## config.mk

```make
export PLATFORM = sky130hd
export DESIGN_NAME = rgb_fader_flat
export DESIGN_NICKNAME = d
export VERILOG_FILES = /design/src/rtl/rgb_fader_if.sv /design/src/rtl/rgb_fader.sv /design/src/flat_wrapper.sv
export SDC_FILE = /design/constraint.sdc
export NUM_CORES = 1
export LEC_CHECK = 0
export BUFFER_PORTS_ARGS = -buffer_cell sky130_fd_sc_hd__buf_2
export CAP_MARGIN = 40
export CORE_ASPECT_RATIO = 0.6
export CORE_MARGIN = 10
export CORE_UTILIZATION = 30
export DETAILED_ROUTE_END_ITERATION = 6
export GPL_TIMING_DRIVEN = 0
export PLACE_DENSITY = 0.55
export RECOVER_POWER = 100
export SLEW_MARGIN = 20
export SYNTH_ARGS = -nofsm -noshare
export SYNTH_HDL_FRONTEND = slang
export SYNTH_SLANG_ARGS = --single-unit
```

## constraint.sdc

```tcl
create_clock -name clk -period 6.2 [get_ports clk]
set_clock_uncertainty 0.15 [all_clocks]
set_input_delay 1.86 -clock clk [delete_from_list [all_inputs] [get_ports clk]]
set_output_delay 1.86 -clock clk [all_outputs]
set_load 0.1 [all_outputs]
```

## src/rtl/rgb_fader_if.sv

```systemverilog
// rgb_fader_if: sequencer-side enables in, LED pin drive and busy flag out.
interface rgb_fader_if;
    logic r_in;
    logic g_in;
    logic b_in;
    logic r;
    logic g;
    logic b;
    logic busy;
    modport master (output r_in, g_in, b_in, input r, g, b, busy);
    modport slave (input r_in, g_in, b_in, output r, g, b, busy);
endinterface

```

## src/rtl/rgb_fader.sv

```systemverilog
// rgb_fader: ramps each active-low LED channel's PWM duty linearly toward its enable target.
module rgb_fader #(
    parameter int PWM_BITS = 8,
    parameter int STEP_DIV = 23529
) (
    input logic clk,
    input logic rst,
    rgb_fader_if.slave bus
);
    localparam int TW = (STEP_DIV > 1) ? $clog2(STEP_DIV) : 1;
    localparam logic [PWM_BITS-1:0] MAX = '1;

    logic [2:0] w_in;
    logic [2:0] w_on;
    logic [2:0] w_diff;
    logic [2:0] r_en_q;
    logic [2:0] r_out;
    logic [TW-1:0] r_tick_cnt;
    logic [PWM_BITS-1:0] r_pwm_cnt;
    logic w_tick;
    logic r_busy;

    assign w_in = {bus.r_in, bus.g_in, bus.b_in};
    assign w_tick = r_tick_cnt == TW'(STEP_DIV - 1);

    always_ff @(posedge clk) begin
        if (rst) begin
            r_tick_cnt <= '0;
            r_pwm_cnt <= '0;
            r_en_q <= '0;
            r_out <= '1;
            r_busy <= 1'b0;
        end else begin
            r_tick_cnt <= w_tick ? '0 : r_tick_cnt + TW'(1);
            r_pwm_cnt <= r_pwm_cnt + PWM_BITS'(1);
            r_en_q <= ~w_in;
            r_out <= ~w_on;
            r_busy <= |w_diff;
        end
    end

    genvar c;
    generate
        for (c = 0; c < 3; c++) begin : g_ch
            logic [PWM_BITS-1:0] r_level;
            logic [PWM_BITS-1:0] r_duty;
            logic [PWM_BITS-1:0] w_target;
            assign w_target = r_en_q[c] ? MAX : '0;
            assign w_diff[c] = r_level != w_target;
            // full duty is forced on so the pin never pulses high at pwm_cnt==MAX
            assign w_on[c] = (r_duty == MAX) | (r_pwm_cnt < r_duty);
            always_ff @(posedge clk) begin
                if (rst) begin
                    r_level <= '0;
                    r_duty <= '0;
                end else begin
                    if (w_tick && r_level < w_target)
                        r_level <= r_level + PWM_BITS'(1);
                    else if (w_tick && r_level > w_target)
                        r_level <= r_level - PWM_BITS'(1);
                    if (r_pwm_cnt == MAX)
                        r_duty <= r_level;
                end
            end
        end
    endgenerate

    assign bus.r = r_out[2];
    assign bus.g = r_out[1];
    assign bus.b = r_out[0];
    assign bus.busy = r_busy;
endmodule

```

## src/flat_wrapper.sv

```systemverilog
// flat-port wrapper written by rule: the top's interface ports become plain ports
module rgb_fader_flat 
#(
    parameter int PWM_BITS = 8,
    parameter int STEP_DIV = 23529
)
  (clk, rst, bus_r_in, bus_g_in, bus_b_in, bus_r, bus_g, bus_b, bus_busy);
  rgb_fader_if bus_i ();
  input logic clk;
  input logic rst;
  input wire logic [$bits(bus_i.r_in)-1:0] bus_r_in;
  input wire logic [$bits(bus_i.g_in)-1:0] bus_g_in;
  input wire logic [$bits(bus_i.b_in)-1:0] bus_b_in;
  output wire logic [$bits(bus_i.r)-1:0] bus_r;
  output wire logic [$bits(bus_i.g)-1:0] bus_g;
  output wire logic [$bits(bus_i.b)-1:0] bus_b;
  output wire logic [$bits(bus_i.busy)-1:0] bus_busy;
  assign bus_i.r_in = bus_r_in;
  assign bus_i.g_in = bus_g_in;
  assign bus_i.b_in = bus_b_in;
  assign bus_r = bus_i.r;
  assign bus_g = bus_i.g;
  assign bus_b = bus_i.b;
  assign bus_busy = bus_i.busy;
  rgb_fader #(.PWM_BITS(PWM_BITS), .STEP_DIV(STEP_DIV)) u_core (.clk(clk), .rst(rst), .bus(bus_i));
endmodule
```

==> After elaboration in Yosys (flattened, before gate mapping) <==
Index checks and enable logic that the tools add are counted.
{ "word_totals": {"out_inout_bits": 4, "in_bits": 5, "word_cells": 61, "regBits": 78} }
{ "op_classes": {"eq_ne": 8, "mux": 9, "n_bitwise": 5, "reduce_logical": 11, "add_sub_neg": 8, "order_cmp": 9} }
{ "ops": {"columns": ["op", "n"], "rows": [
  ["$mux W8", 9],
  ["$lt A8 B8 Y1", 6],
  ["$add A8 B1 Y8 const B", 4],
  ["$eq A8 B8 Y1 const B", 4],
  ["$gt A8 B8 Y1", 3],
  ["$ne A8 B8 Y1", 3],
  ["$sub A8 B1 Y8 const B", 3],
  ["$add A15 B1 Y15 const B", 1],
  ["$eq A15 B15 Y1 const B", 1],
  ["$logic_and A1 B1 Y1", 6],
  ["$not A3 Y3", 2],
  ["$reduce_bool A2 Y1", 3],
  ["$or A1 B1 Y1", 3],
  ["$reduce_or A3 Y1", 1],
  ["$reduce_or A2 Y1", 1]
]} }

==> Depth between registers and ports, before layout <==
{ "logic_depth": {"ltp_word": 5, "mapped_depth": 15, "ltp_nobuf": 15} }

==> Least setup slack after synthesis <==
No wires, ideal clock.
{ "synth_path": {"path_type": "reg-to-reg", "startpoint": "register u_core.r_en_q[1]", "endpoint": "register u_core.g_ch[1].r_level[7]", "t_arrival_ns": 3.060, "synth_period_minus_slack_ns": 3.330, "required_time_ns": 5.929, "path_slack_ns": 2.870, "n_path_buf": 0, "path_stages_with_launch": 15, "cell_sequence": "dfxtp_1 > inv_1 > ha_1 > a21oi_1 > o21ai_0 > a21oi_1 > nand2b_1 > ha_1 > a21oi_1 > nand2_1 > a41oi_1 > o21ai_0 > or4_1 > o21ai_0 > mux2_2"} }
{ "synth_between": {"elab_chain_len": 4, "elab_cells_between_ends": 7, "cone_classes": "order compare: 2; mux: 2; reduce/logical: 3"} }
{ "synth_rtl": {"columns": ["item", "line", "text"], "rows": [
  ["start: declaration", "rgb_fader.sv:16", "logic [2:0] r_en_q;"],
  ["start signal: assignment", "rgb_fader.sv:36", "r_en_q <= ~w_in;"],
  ["$mux W8 *", "rgb_fader.sv:48", "assign w_target = r_en_q[c] ? MAX : '0;"],
  ["$lt A8 B8 Y1 or $gt A8 B8 Y1 (tied branches)", "rgb_fader.sv:57, rgb_fader.sv:59", null],
  ["$logic_and A1 B1 Y1 (on tied branches)", "rgb_fader.sv:57, rgb_fader.sv:59", null],
  ["$mux W8 or $reduce_bool A2 Y1 (tied branches)", null, null],
  ["end signal: assignment", "rgb_fader.sv:58", "r_level <= r_level + PWM_BITS'(1);"],
  ["end signal: assignment", "rgb_fader.sv:60", "r_level <= r_level - PWM_BITS'(1);"],
  ["end: declaration", "rgb_fader.sv:45", "logic [PWM_BITS-1:0] r_level;"]
]} }
Mark *: on every way between the ends. The rest lies on a longest branch, timed or not.
A chain may end at the register's enable or synchronous reset.

==> Worst setup path in the final report <==
{ "layout_path": {"startpoint": "register u_core.r_tick_cnt[0]", "endpoint": "register u_core.g_ch[1].r_level[7]"} }
{ "layout_between": {"elab_chain_len": 3, "elab_cells_between_ends": 5, "cone_classes": "eq/ne: 1; mux: 1; reduce/logical: 3"} }
{ "layout_rtl": {"columns": ["item", "line", "text"], "rows": [
  ["start: declaration", "rgb_fader.sv:18", "logic [TW-1:0] r_tick_cnt;"],
  ["start signal: assignment", "rgb_fader.sv:34", "r_tick_cnt <= w_tick ? '0 : r_tick_cnt + TW'(1);"],
  ["$eq A15 B15 Y1 *", "rgb_fader.sv:24", "assign w_tick = r_tick_cnt == TW'(STEP_DIV - 1);"],
  ["$logic_and A1 B1 Y1 (on tied branches)", "rgb_fader.sv:57, rgb_fader.sv:59", null],
  ["$mux W8 or $reduce_bool A2 Y1 (tied branches)", null, null]
]} }
Marks and branches as above.

==> flow_summary.toml <==
[drt]
dr.pass1.iters = 5
drc = 0
ant_nets = 0
dr_total_vias = 3831
drt_iter0_drc = 237
wirelength_mm = 11.0
wire_per_inst_um = 13.9
vias_per_cell = 4.87

[job]
max_cap_viol_count = 0

[worst_setup_path]
arrival_ns = 4.33
critPathLaunch = "u_core.r_tick_cnt[0]"
crit_required_ns = 6.28
cp-start-kind = "register"
end_kind = "register"
r2r_start = "u_core.r_tick_cnt[0]"
crit_type = "register to register"
critPathMaxFanout = 10

[die]
rows = 35
die-area_um2 = 21100
die_h_um = 117
coreArea_um2 = 15300
io_pins = 9
initial_core_util_pct = 30.5
die_width_um = 181

[grt]
grt_first_pass_wirelength_mm = 19.1
antenna_found_initial = 0
grt_use_total_pct = 11.0
overflow = 0
grt_start_max_net_pins = 15
grt_pass1_vias = 3816

[sta]
setup_viol = 0
final_max_slew_viol_count = 0
period_share_pct = 68.7
rsz0062_at_grt = "no"
timing.fmax_ghz = 0.235
final-hold-violation-count = 0
tns_ns = 0
worstMarginPinSlew_ns = 1.19
slew_headroom_pct = 20.8
period_minus_slack_ns = 4.26

[layout]
multi_input_area_um2 = 2890
layout_commonest_cell = "nand2_1"
area.sequential_um2 = 1560
drive_above_1_share_pct = 4.11
final_cell_mix = "nand2_1, dfxtp_1, ha_1, a21oi_1, nor2_1"
antenna_cells = 0
finalNetCount = 654
syn2layout_area_growth_pct = 12.4
fillers = 1620
final_util_pct = 34.3

[clock_tree]
cts_hold_buf = 0
clk_latency_ns = 0.34
cts_resized = 0
cts_buffers = 9
post_cts_buffers = 0
clk_path_buf_depth = 2
htreeDepth = 3
cts_tree = "yes"
cts.sinks = 78
clockRootBuffer = "clkbuf_16"
clk_pin_slew_ns = 0.06

[synthesis]
avgSynthCellArea_um2 = 8.33
synth_area_um2 = 4670
yosysUniqueCellTypes = 43
async_flop_share_pct = 0
synth_cells = 561
synthFlopType = "dfxtp_1"
synth_nets = 636
synth-seq-cells = 78
yosysTopAreaCell = "dfxtp_1"
ys_seq_area_share_pct = 33.4
synth_enable_flop_cells = 0
yosys.area.top_type_share_pct = 33.4
yosysWarnings = 0
synth.area.top_cells = "dfxtp_1, ha_1, a21oi_1"

[power_and_ir_drop]
power_leakage_uw = 0.00197
total_power_uw = 1160
vdd_drop_max_mv = 0.108
power_density_nw_per_um2 = 222

[worst_hold_path]
hp-start = "u_core.g_ch[2].r_duty[6]"
min_path_type = "register to register"

[outcome]
status = "completed"

[placement]
dp_hpwl_mm = 8.47
routabilityCongestion = 0.824
io_buffers = 7
-- report_power, final --
| group | internal [µW] | total (µW) | switching (µW) |
|---|---|---|---|
| Combinational | 22.8 | 77.6 | 54.8 |
| Sequential | 508 | 516 | 7.99 |
| Clock | 354 | 571 | 217 |
| Total | 884 | 1160 | 280 |
-- per-stage QoR --
step,hold WS (ns),worst slack (ns),cells,instance area (µm²)
finish,0.305,1.94,787,5250
global route,0.328,1.59,787,5250
CTS,0.307,2.19,787,5280
detailed placement,0.298,2.20,771,4960
global placement,0.299,2.25,771,4960
floorplan,0.286,2.87,561,4670
-- per-layer routing --
layer	GRT usage, %	wire, µm	part of all wire (%)	vias to the layer above
met1	15.2	5720	52	1779
met2	16.8	4520	41	67
met3	2.78	623	5.7	10
met4	2.75	113	1.0	0
met5	0	0	0	-
li1	-	-	-	1975
-- cell usage after synthesis (4+ instances only) --
cell	number
nand2_1	80
dfxtp_1	78
ha_1	67
a21oi_1	62
nor2_1	58
inv_1	38
xnor2_1	22
o21ai_0	20
nand3_1	14
mux2i_1	13
xor2_1	12
clkbuf_1	11
a21o_1	10
nand2b_1	7
nand4_1	7
nor3_1	7
nor4_1	7
a2111oi_0	4
nor2b_1	4
o21a_1	4
-- state kept, by name, summed over array words and instances (netlist names) --
name and count:
u_core.r_pwm_cnt 8, u_core.r_out 3, u_core.bus.busy 1, u_core.g_ch.r_duty 24, u_core.r_en_q 3, u_core.r_tick_cnt 15
u_core.g_ch.r_level 24
-- path summary, 6_finish.rpt --
path,cells past startpoint,slack [ns],end
setup / recovery,14,1.94,u_core.g_ch[1].r_level[7]
hold / removal,2,0.30,u_core.g_ch[2].r_duty[6]
setup reg to reg,14,1.94,u_core.g_ch[1].r_level[7]
hold reg to reg,2,0.30,u_core.g_ch[2].r_duty[6]
-- final cells by class --
class / instances / area share (%)
tap: 203 / 4.84
buffer: 15 / 1.07
clock inverter: 7 / 1.81
inverter: 38 / 2.72
multi-input combinational: 430 / 55.0
clock buffer: 9 / 4.29
timing repair buffer: 7 / 0.572
sequential: 78 / 29.7
-- critical path: stages, from the launching register on --
cell      delay, ns
dfxtp_1        0.42
inv_1          0.07
ha_1           0.21
and4b_1        0.21
nand3_1        0.26
clkbuf_1       0.49
nand2b_1       0.40
ha_1           0.36
a21oi_1        0.15
nand2_1        0.07
a41oi_1        0.31
o21ai_0        0.19
or4_1          0.40
o21ai_0        0.10
mux2_2         0.35
-- cells by family after synthesis --
| kind of cell | after synthesis | synth area share, % |
|---|---|---|
| simple gates | 199 | 19.1 |
| xor+xnor | 34 | 6.37 |
| buf+inv | 53 | 4.44 |
| mux | 14 | 3.03 |
| compound gates | 113 | 14.4 |
| fa+ha+maj | 70 | 19.2 |
| flops | 78 | 33.4 |
No activity file was read; power rests on OpenSTA's default activity.
